**src/rtl/bcd_sched_pkg.sv**
```systemverilog
// bcd_sched_pkg: shared widths and FSM state encoding for the BCD convert scheduler
package bcd_sched_pkg;
  localparam int BIN_W = 8;
  localparam int DIGIT_W = 4;
  localparam int HUND_W = 2;
  localparam int CNT_W = 4;
  typedef enum logic [1:0] {IDLE, SETTLE, RESP} state_e;
endpackage

```
**src/rtl/rr_arbiter_2.sv**
```systemverilog
// rr_arbiter_2: two-way round-robin arbiter; req[1:0] in, one-hot grant[1:0] and grant_id out, last_grant updated on advance
module rr_arbiter_2 (
  input  logic       clk,
  input  logic       reset,
  input  logic [1:0] req,
  input  logic       advance,
  output logic [1:0] grant,
  output logic       grant_id
);
  logic last_grant_q, last_grant_d;
  always_comb begin
    grant_id = (&req) ? ~last_grant_q : req[1];
    grant = (|req) ? (grant_id ? 2'b10 : 2'b01) : 2'b00;
    last_grant_d = advance ? grant_id : last_grant_q;
  end
  // Reset to 1 so requester 0 wins the first tie.
  always_ff @(posedge clk) begin
    if (reset) last_grant_q <= 1'b1;
    else last_grant_q <= last_grant_d;
  end
endmodule

```
**src/rtl/bcd_convert_scheduler.sv**
```systemverilog
// bcd_convert_scheduler: shares one external binary-to-BCD converter between two valid/ready requesters; req_* in, conv_bin/conv_* to the converter, resp_* valid/ready out, busy status
module bcd_convert_scheduler
  import bcd_sched_pkg::*;
#(
  parameter int SETTLE_CYCLES = 2
) (
  input  logic               clk,
  input  logic               reset,
  input  logic               req_valid_0,
  input  logic [BIN_W-1:0]   req_data_0,
  output logic               req_ready_0,
  input  logic               req_valid_1,
  input  logic [BIN_W-1:0]   req_data_1,
  output logic               req_ready_1,
  output logic [BIN_W-1:0]   conv_bin,
  input  logic [DIGIT_W-1:0] conv_ones,
  input  logic [DIGIT_W-1:0] conv_tens,
  input  logic [HUND_W-1:0]  conv_hundreds,
  output logic               resp_valid,
  input  logic               resp_ready,
  output logic               resp_id,
  output logic [DIGIT_W-1:0] resp_ones,
  output logic [DIGIT_W-1:0] resp_tens,
  output logic [HUND_W-1:0]  resp_hundreds,
  output logic               resp_err,
  output logic               busy
);
  state_e state_q, state_d;
  logic [CNT_W-1:0] cnt_q, cnt_d;
  logic [BIN_W-1:0] conv_bin_q, conv_bin_d;
  logic resp_valid_q, resp_valid_d;
  logic resp_id_q, resp_id_d;
  logic [DIGIT_W-1:0] resp_ones_q, resp_ones_d, resp_tens_q, resp_tens_d;
  logic [HUND_W-1:0] resp_hundreds_q, resp_hundreds_d;
  logic resp_err_q, resp_err_d;
  logic idle;
  logic [1:0] req, grant;
  logic grant_id;
  assign idle = state_q == IDLE;
  // Requests are only visible to the arbiter in IDLE, so grants and readies cannot occur elsewhere.
  assign req = {req_valid_1, req_valid_0} & {2{idle}};
  rr_arbiter_2 u_arb (
    .clk      (clk),
    .reset    (reset),
    .req      (req),
    .advance  (|req),
    .grant    (grant),
    .grant_id (grant_id)
  );
  assign req_ready_0 = grant[0];
  assign req_ready_1 = grant[1];
  always_comb begin
    state_d = state_q;
    cnt_d = cnt_q;
    conv_bin_d = conv_bin_q;
    resp_valid_d = resp_valid_q;
    resp_id_d = resp_id_q;
    resp_ones_d = resp_ones_q;
    resp_tens_d = resp_tens_q;
    resp_hundreds_d = resp_hundreds_q;
    resp_err_d = resp_err_q;
    case (state_q)
      IDLE: if (|grant) begin
        conv_bin_d = grant_id ? req_data_1 : req_data_0;
        resp_id_d = grant_id;
        cnt_d = CNT_W'(SETTLE_CYCLES - 1);
        state_d = SETTLE;
      end
      SETTLE: if (cnt_q == '0) begin
        resp_ones_d = conv_ones;
        resp_tens_d = conv_tens;
        resp_hundreds_d = conv_hundreds;
        resp_err_d = (conv_ones > 4'd9) || (conv_tens > 4'd9);
        resp_valid_d = 1'b1;
        state_d = RESP;
      end else cnt_d = cnt_q - CNT_W'(1);
      RESP: if (resp_valid_q && resp_ready) begin
        resp_valid_d = 1'b0;
        state_d = IDLE;
      end
      default: state_d = IDLE;
    endcase
  end
  always_ff @(posedge clk) begin
    if (reset) begin
      state_q <= IDLE;
      cnt_q <= '0;
      conv_bin_q <= '0;
      resp_valid_q <= 1'b0;
      resp_id_q <= 1'b0;
      resp_ones_q <= '0;
      resp_tens_q <= '0;
      resp_hundreds_q <= '0;
      resp_err_q <= 1'b0;
    end else begin
      state_q <= state_d;
      cnt_q <= cnt_d;
      conv_bin_q <= conv_bin_d;
      resp_valid_q <= resp_valid_d;
      resp_id_q <= resp_id_d;
      resp_ones_q <= resp_ones_d;
      resp_tens_q <= resp_tens_d;
      resp_hundreds_q <= resp_hundreds_d;
      resp_err_q <= resp_err_d;
    end
  end
  assign conv_bin = conv_bin_q;
  assign resp_valid = resp_valid_q;
  assign resp_id = resp_id_q;
  assign resp_ones = resp_ones_q;
  assign resp_tens = resp_tens_q;
  assign resp_hundreds = resp_hundreds_q;
  assign resp_err = resp_err_q;
  assign busy = !idle;
endmodule

```
**config.mk**
```make
export PLATFORM = sky130hd
export DESIGN_NAME = bcd_convert_scheduler
export DESIGN_NICKNAME = d
export VERILOG_FILES = /design/src/rtl/bcd_sched_pkg.sv /design/src/rtl/rr_arbiter_2.sv /design/src/rtl/bcd_convert_scheduler.sv
export SDC_FILE = /design/constraint.sdc
export NUM_CORES = 1
export LEC_CHECK = 0
export ABC_CLOCK_PERIOD_IN_PS = 1400
export BUFFER_PORTS_ARGS = -buffer_cell sky130_fd_sc_hd__buf_2
export CAP_MARGIN = 20
export CORE_ASPECT_RATIO = 2
export CORE_UTILIZATION = 42
export CTS_CLUSTER_SIZE = 28
export DETAILED_ROUTE_END_ITERATION = 12
export HOLD_SLACK_MARGIN = 0.03
export PLACE_DENSITY = 0.77
export SLEW_MARGIN = 20
export SYNTH_ARGS = -nofsm -noshare
export SYNTH_HDL_FRONTEND = slang
export SYNTH_SLANG_ARGS = --single-unit
export TNS_END_PERCENT = 100
```
**constraint.sdc**
```tcl
create_clock -name clk -period 1.4 [get_ports clk]
set_input_delay 0 -clock clk [delete_from_list [all_inputs] [get_ports clk]]
set_output_delay 0 -clock clk [all_outputs]
set_load 0.02 [all_outputs]
```
==> results.toml, run 1 <==
[status]
outcome = "finished with violations"
violations = "setup timing"

[grt]
grt_usage_pct = 25.1
grt_max_degree = 17
overflow = 0
grt_pass1_wl_mm = 5.95
grt_pass1_vias = 1457
grt_antenna_before_repair = 0

[clock_tree]
numCtsBuffers = 3
clk_latency_ns = 0.28
clkSinkCount = 28
clk_pin_slew_ns = 0.10
clockRootBuffer = "clkbuf_8"
clock_tree.buffer_depth = 2
cts_tree = "yes"
cts_max_level = 1

[place]
gp_congestion = 0.810
numPortBuffers = 54
place_area_sq_um = 1600
hpwl_mm = 2.50

[synth]
synth.most_common_cell = "dfxtp_1"
syn_area_per_cell_sq_um = 8.46
netlist.top_cell.by_area = "dfxtp_1"
synth_edf_count = 0
ys_types = 36
synthTopCellsByCount = "dfxtp_1 (28), o21ai_0 (21), nand3_1 (18)"
syn_inst = 150
ys_async_sr_fraction_pct = 0
synth_area_leaders = "dfxtp_1 (44%), o21ai_0 (8.3%), nand3_1 (7.1%), a21oi_1 (5.9%), nand4_1 (3.9%)"
yosysSeqAreaShare_pct = 44.2
yosys_warnings = 0
netlist.area_leader.share_pct = 44.2
syn_area_sq_um = 1270
synth_fp_nets = 183
ys.flop_type = "dfxtp_1"
ys_ff_latch = 28

[layout]
fin_nets = 266
utilization_pct = 72.9
layout-drive-gt1-share_pct = 44.0
area_delta_synth_final_pct = 61.1
diodes = 0
final_area_sq_um = 2040

[floorplanning]
die_area_sq_um = 3260
ios = 55
start_util_pct = 45.2
dieWidth_um = 40.9
num_rows = 27
core_sq_um = 2800
dieHeight_um = 79.7

[run]
maxCapViolCount = 0

[sta]
timing.final.crit_period_ns = 1.42
finalCritPeriodShare_pct = 102
relSlewSlack_pct = 68.0
tightest_slew_ns = 0.477
fin_worst_skew_ns = 0.00904
hold_viol = 0
rsz0062_at_grt = "yes"
slew_violations = 0
max_freq_mhz = 702
setup_ws_ns = -0.0240
setup-violations-final = 6

[routing]
wl_mm = 4.41
drt-initial-drc-count = 33
first_pass_iters = 4
wl_per_cell_um = 16.9
vias = 1510
final_antenna_net_count = 0
vias_per_cell = 5.79
drcViolationCount = 0

[power_and_ir_drop]
p_leak_nw = 0.854
powerDensity_nw_per_um2 = 1260
max-vdd-ir-drop_mv = 1.11
power_mw = 2.58

[setup_path]
end_kind = "register"
crit_type = "register to register"
crit_fanout = 2
startpoint_type = "register"
crit_arrival_ns = 1.65
cp.required_ns = 1.62

[hold_path]
holdCritPathClass = "input pin to register"
-- flip-flops by register name, indices dropped and copies added, names as in the netlist, 2 cells and up --
register / cells
conv_bin: 8
cnt_q: 4
resp_ones: 4
resp_tens: 4
resp_hundreds: 2
state_q: 2
-- logic make-up after synthesis --
group / share of synthesized area (%)
adders and majority gates: 1.97
buffers and inverters: 6.41
DFF: 44.2
and+or+nand+nor: 23.3
AOI/OAI and AO/OA: 24.2
-- metrics by stage --
stage	std cells	hold WS, ns	setup WS (ns)	setup TNS [ns]
final	261	0.0342	-0.0240	-0.0609
after CTS	261	0.0339	-0.0264	-0.0337
after floorplan	150	0.0716	0.0106	0
after detailed placement	231	0.261	-0.0649	-0.0787
after global routing	261	0.0592	-0.0846	-0.873
after global placement	231	0.249	0.00238	0
-- layer usage --
metal  global-route usage, %  up-vias  wire length [um]
met2                    48.6       61              2480
met1                    22.7      715              1570
li1                        -      718                 -
met5                       0        -                 0
met4                    9.00        0               163
met3                    3.62       16               196
-- report_power, final --
group          internal [mW]  switching [mW]
logic                  0.407           0.568
registers              0.897          0.0718
clock network          0.383           0.251
total                   1.69           0.891
-- worst max-delay path, cell delays in order (launching register included) --
cell and delay (ns):
dfxtp_2 0.35, buf_6 0.11, or3_4 0.36, or4_4 0.43
a21oi_2 0.12
-- what timing repair did --
action,4_1_cts,5_1_grt
pin swaps,1,18
hold buffers,25,0
endpoints found under the hold margin,19,0
setup endpoints to repair,9,22
setup buffers,1,0
gates resized for setup,4,36
-- final cells by class --
| cell class | instances | area [sq um] |
|---|---|---|
| Fill cell | 212 | 759 |
| Multi-Input combinational cell | 104 | 736 |
| Timing Repair Buffer | 89 | 611 |
| Sequential cell | 28 | 564 |
| Clock buffer | 3 | 41.3 |
| Tap cell | 29 | 36.3 |
| Clock inverter | 1 | 30.0 |
| Inverter | 7 | 26.3 |
-- worst paths after layout --
kind	startpoint	end	slack, ns	depth (start not counted)
max	cnt_q[0]$_SDFFE_PP0P_	cnt_q[3]$_SDFFE_PP0P_	-0.02	4
min	resp_ready	resp_valid$_SDFFE_PP0P_	0.03	4
max reg2reg	cnt_q[0]$_SDFFE_PP0P_	cnt_q[3]$_SDFFE_PP0P_	-0.02	4
min reg2reg	resp_id$_SDFFE_PP0P_	resp_id$_SDFFE_PP0P_	0.47	2
-- placed cells by master (no fill, tap or decap), types with 5 or more instances in the layout --
master,count
inv_1,5
o21ai_0,12
nand3_1,11
a31oi_1,7
dlygate4sd3_1,25
nand4_1,8
buf_4,6
o21ai_1,7
buf_2,54
a21oi_1,8
a21oi_2,8
nand3_2,7
dfxtp_1,25
Note: power is estimated with default switching activity, not from simulation.
==> run 2: changes to the inputs <==
--- a/config.mk
+++ b/config.mk
@@ -13,7 +13,8 @@
 export CTS_CLUSTER_SIZE = 28
 export DETAILED_ROUTE_END_ITERATION = 12
 export HOLD_SLACK_MARGIN = 0.03
-export PLACE_DENSITY = 0.77
+export PLACE_DENSITY = 0.78
+export SETUP_SLACK_MARGIN = 0.1
 export SLEW_MARGIN = 20
 export SYNTH_ARGS = -nofsm -noshare
 export SYNTH_HDL_FRONTEND = slang
==> run 2 against run 1 <==
- the flow still finishes with violations (setup timing)
- register-to-register slack is essentially flat
- largest power group is now sequential cells
- non-clock buffer count is 2 higher
- clock skew grew 0.00082 ns
- count of clock-buffer cells in the layout is the same
- wire length rose by 2.3%
- sequential power rose by 0.4%
- critical endpoint unchanged
==> results.toml, run 2 (synthesis gave the netlist of run 1 again) <==
[place]
gp_congestion = 0.740
hpwl_mm = 2.46
place_area_sq_um = 1590
numPortBuffers = 54

[sta]
fin_worst_skew_ns = 0.00986
setup_ws_ns = -0.0232
relSlewSlack_pct = 67.9
tightest_slew_ns = 0.481
hold_viol = 0
slew_violations = 0
max_freq_mhz = 703
timing.final.crit_period_ns = 1.42
setup-violations-final = 2
finalCritPeriodShare_pct = 102
rsz0062_at_grt = "yes"
finalHoldWorstSlack_ns = 0.0246
tns_ns = -0.0293

[clock_tree]
cts_max_level = 1
cts_tree = "yes"
clock_tree.buffer_depth = 2
clockRootBuffer = "clkbuf_8"
clk_pin_slew_ns = 0.10
clk_latency_ns = 0.28
clkSinkCount = 28
numCtsBuffers = 3

[routing]
wl_per_cell_um = 17.1
final_antenna_net_count = 0
first_pass_iters = 4
vias_per_cell = 5.83
drcViolationCount = 0
vias = 1540
wl_mm = 4.51
drt-initial-drc-count = 71

[layout]
multi_input_area_sq_um = 688
mostFrequentLayoutCells = "buf_2 (54), dlygate4sd3_1 (26), dfxtp_1 (24)"
diodes = 0
largest_reg_flops = 8
layout_commonest_cell = "buf_2"
layout-drive-gt1-share_pct = 38.7
layout.area.seq_sq_um = 566
area_delta_synth_final_pct = 58.0
final_area_sq_um = 2000
n_fill_cell = 214
fin_nets = 269

[setup_path]
crit_type = "register to register"
end_kind = "register"
crit_arrival_ns = 1.63
r2r-end = "cnt_q[3]$_SDFFE_PP0P_"
crit_fanout = 7
cpMaxStageDelayCell = "or4_4"
path_cells = "inv_2 -> ha_4 -> nor3b_4 -> or4_4 -> a21oi_2"
startpoint_type = "register"
r2r_slack_ns = -0.02
r2r_start = "cnt_q[0]$_SDFFE_PP0P_"
cpPeakStageDelay_ns = 0.49
reg2regPathDepth = 5
cp.required_ns = 1.61

[floorplanning]
num_rows = 27
core_sq_um = 2800
die_area_sq_um = 3260
ios = 55
dieWidth_um = 40.9
dieHeight_um = 79.7
start_util_pct = 45.2

[grt]
grt_pass1_vias = 1515
grt_max_degree = 26
overflow = 0
grt_antenna_before_repair = 0
grt_pass1_wl_mm = 6.32
grt_usage_pct = 27.2

[power_and_ir_drop]
max-vdd-ir-drop_mv = 1.07
powerDensity_nw_per_um2 = 1270
p_leak_nw = 0.865

[run]
maxCapViolCount = 0

[hold_path]
hold_depth = 4
holdCritPathClass = "input pin to register"
hp-start = "resp_ready"
holdPathEnd = "state_q[1]$_SDFFE_PP0P_"

[status]
outcome = "finished with violations"
violations = "setup timing"
run 2: changes by cell type in the layout (fill, tap and decap cells not counted), sizes merged:
cell / before / now
or3b: 2 / 3
buf: 64 / 65
dlygate4sd3: 25 / 26
run 2: final cells by class:
| type | instances | share of cell area (%) |
|---|---|---|
| Sequential cell | 28 | 28.2 |
| Clock inverter | 1 | 1.50 |
| Inverter | 7 | 1.31 |
| Tap cell | 29 | 1.81 |
| Timing Repair Buffer | 91 | 30.8 |
| Multi-Input combinational cell | 105 | 34.3 |
| Clock buffer | 3 | 2.06 |
run 2: repair_timing:
item / 4_1_cts / 5_1_grt
hold buffers: 26 / 0
endpoints found under the hold margin: 19 / 0
gates cloned: 0 / 1
endpoints found under the setup margin: 19 / 25
buffers inserted: 3 / 2
pin swaps: 3 / 1
resized for setup: 3 / 10
run 2: worst max path at each step:
stage	startpoint	to	slack (ns)
3_3_place_gp	cnt_q[0]$_SDFFE_PP0P_	cnt_q[3]$_SDFFE_PP0P_	0.06
4_1_cts	cnt_q[1]$_SDFFE_PP0P_	cnt_q[3]$_SDFFE_PP0P_	0.002
2_1_floorplan	cnt_q[1]$_SDFFE_PP0P_	resp_tens[0]$_SDFFE_PP0P_	0.06
5_1_grt	cnt_q[1]$_SDFFE_PP0P_	cnt_q[0]$_SDFFE_PP0P_	-0.07
3_5_place_dp	cnt_q[1]$_SDFFE_PP0P_	resp_tens[3]$_SDFFE_PP0P_	-0.008
6_report	cnt_q[0]$_SDFFE_PP0P_	cnt_q[3]$_SDFFE_PP0P_	-0.02
run 2: per-layer routing:
metal	vias to the layer above	GRT usage, %	part of all wire [%]
li1	730	-	-
met1	714	24.7	35
met2	88	52.2	57
met3	8	4.46	7.1
met4	0	9.67	1.4
met5	-	0	0
run 2: critical path: cells and delay by family (launching register included):
kind | cells | cell delay, ns
buf+inv | 1 | 0.06
flops | 1 | 0.36
compound gates | 1 | 0.12
fa+ha+maj | 1 | 0.16
simple gates | 2 | 0.66
run 2: report_power, final:
part	leakage, nW	switching (mW)	internal [mW]	total [mW]
clock	0.0357	0.246	0.383	0.629
sequential	0.231	0.0741	0.898	0.972
combinational	0.598	0.535	0.409	0.944
total	0.865	0.855	1.69	2.55
run 2: stage by stage:
stage	cells	setup slack [ns]	utilization (%)	total power, mW
6_report	264	-0.0232	71.5	2.55
5_1_grt	264	-0.0660	71.5	2.66
4_1_cts	261	0.00174	69.7	2.46
3_5_place_dp	228	-0.00788	56.7	1.74
3_3_place_gp	228	0.0647	56.7	1.71
2_1_floorplan	150	0.0631	-	1.51
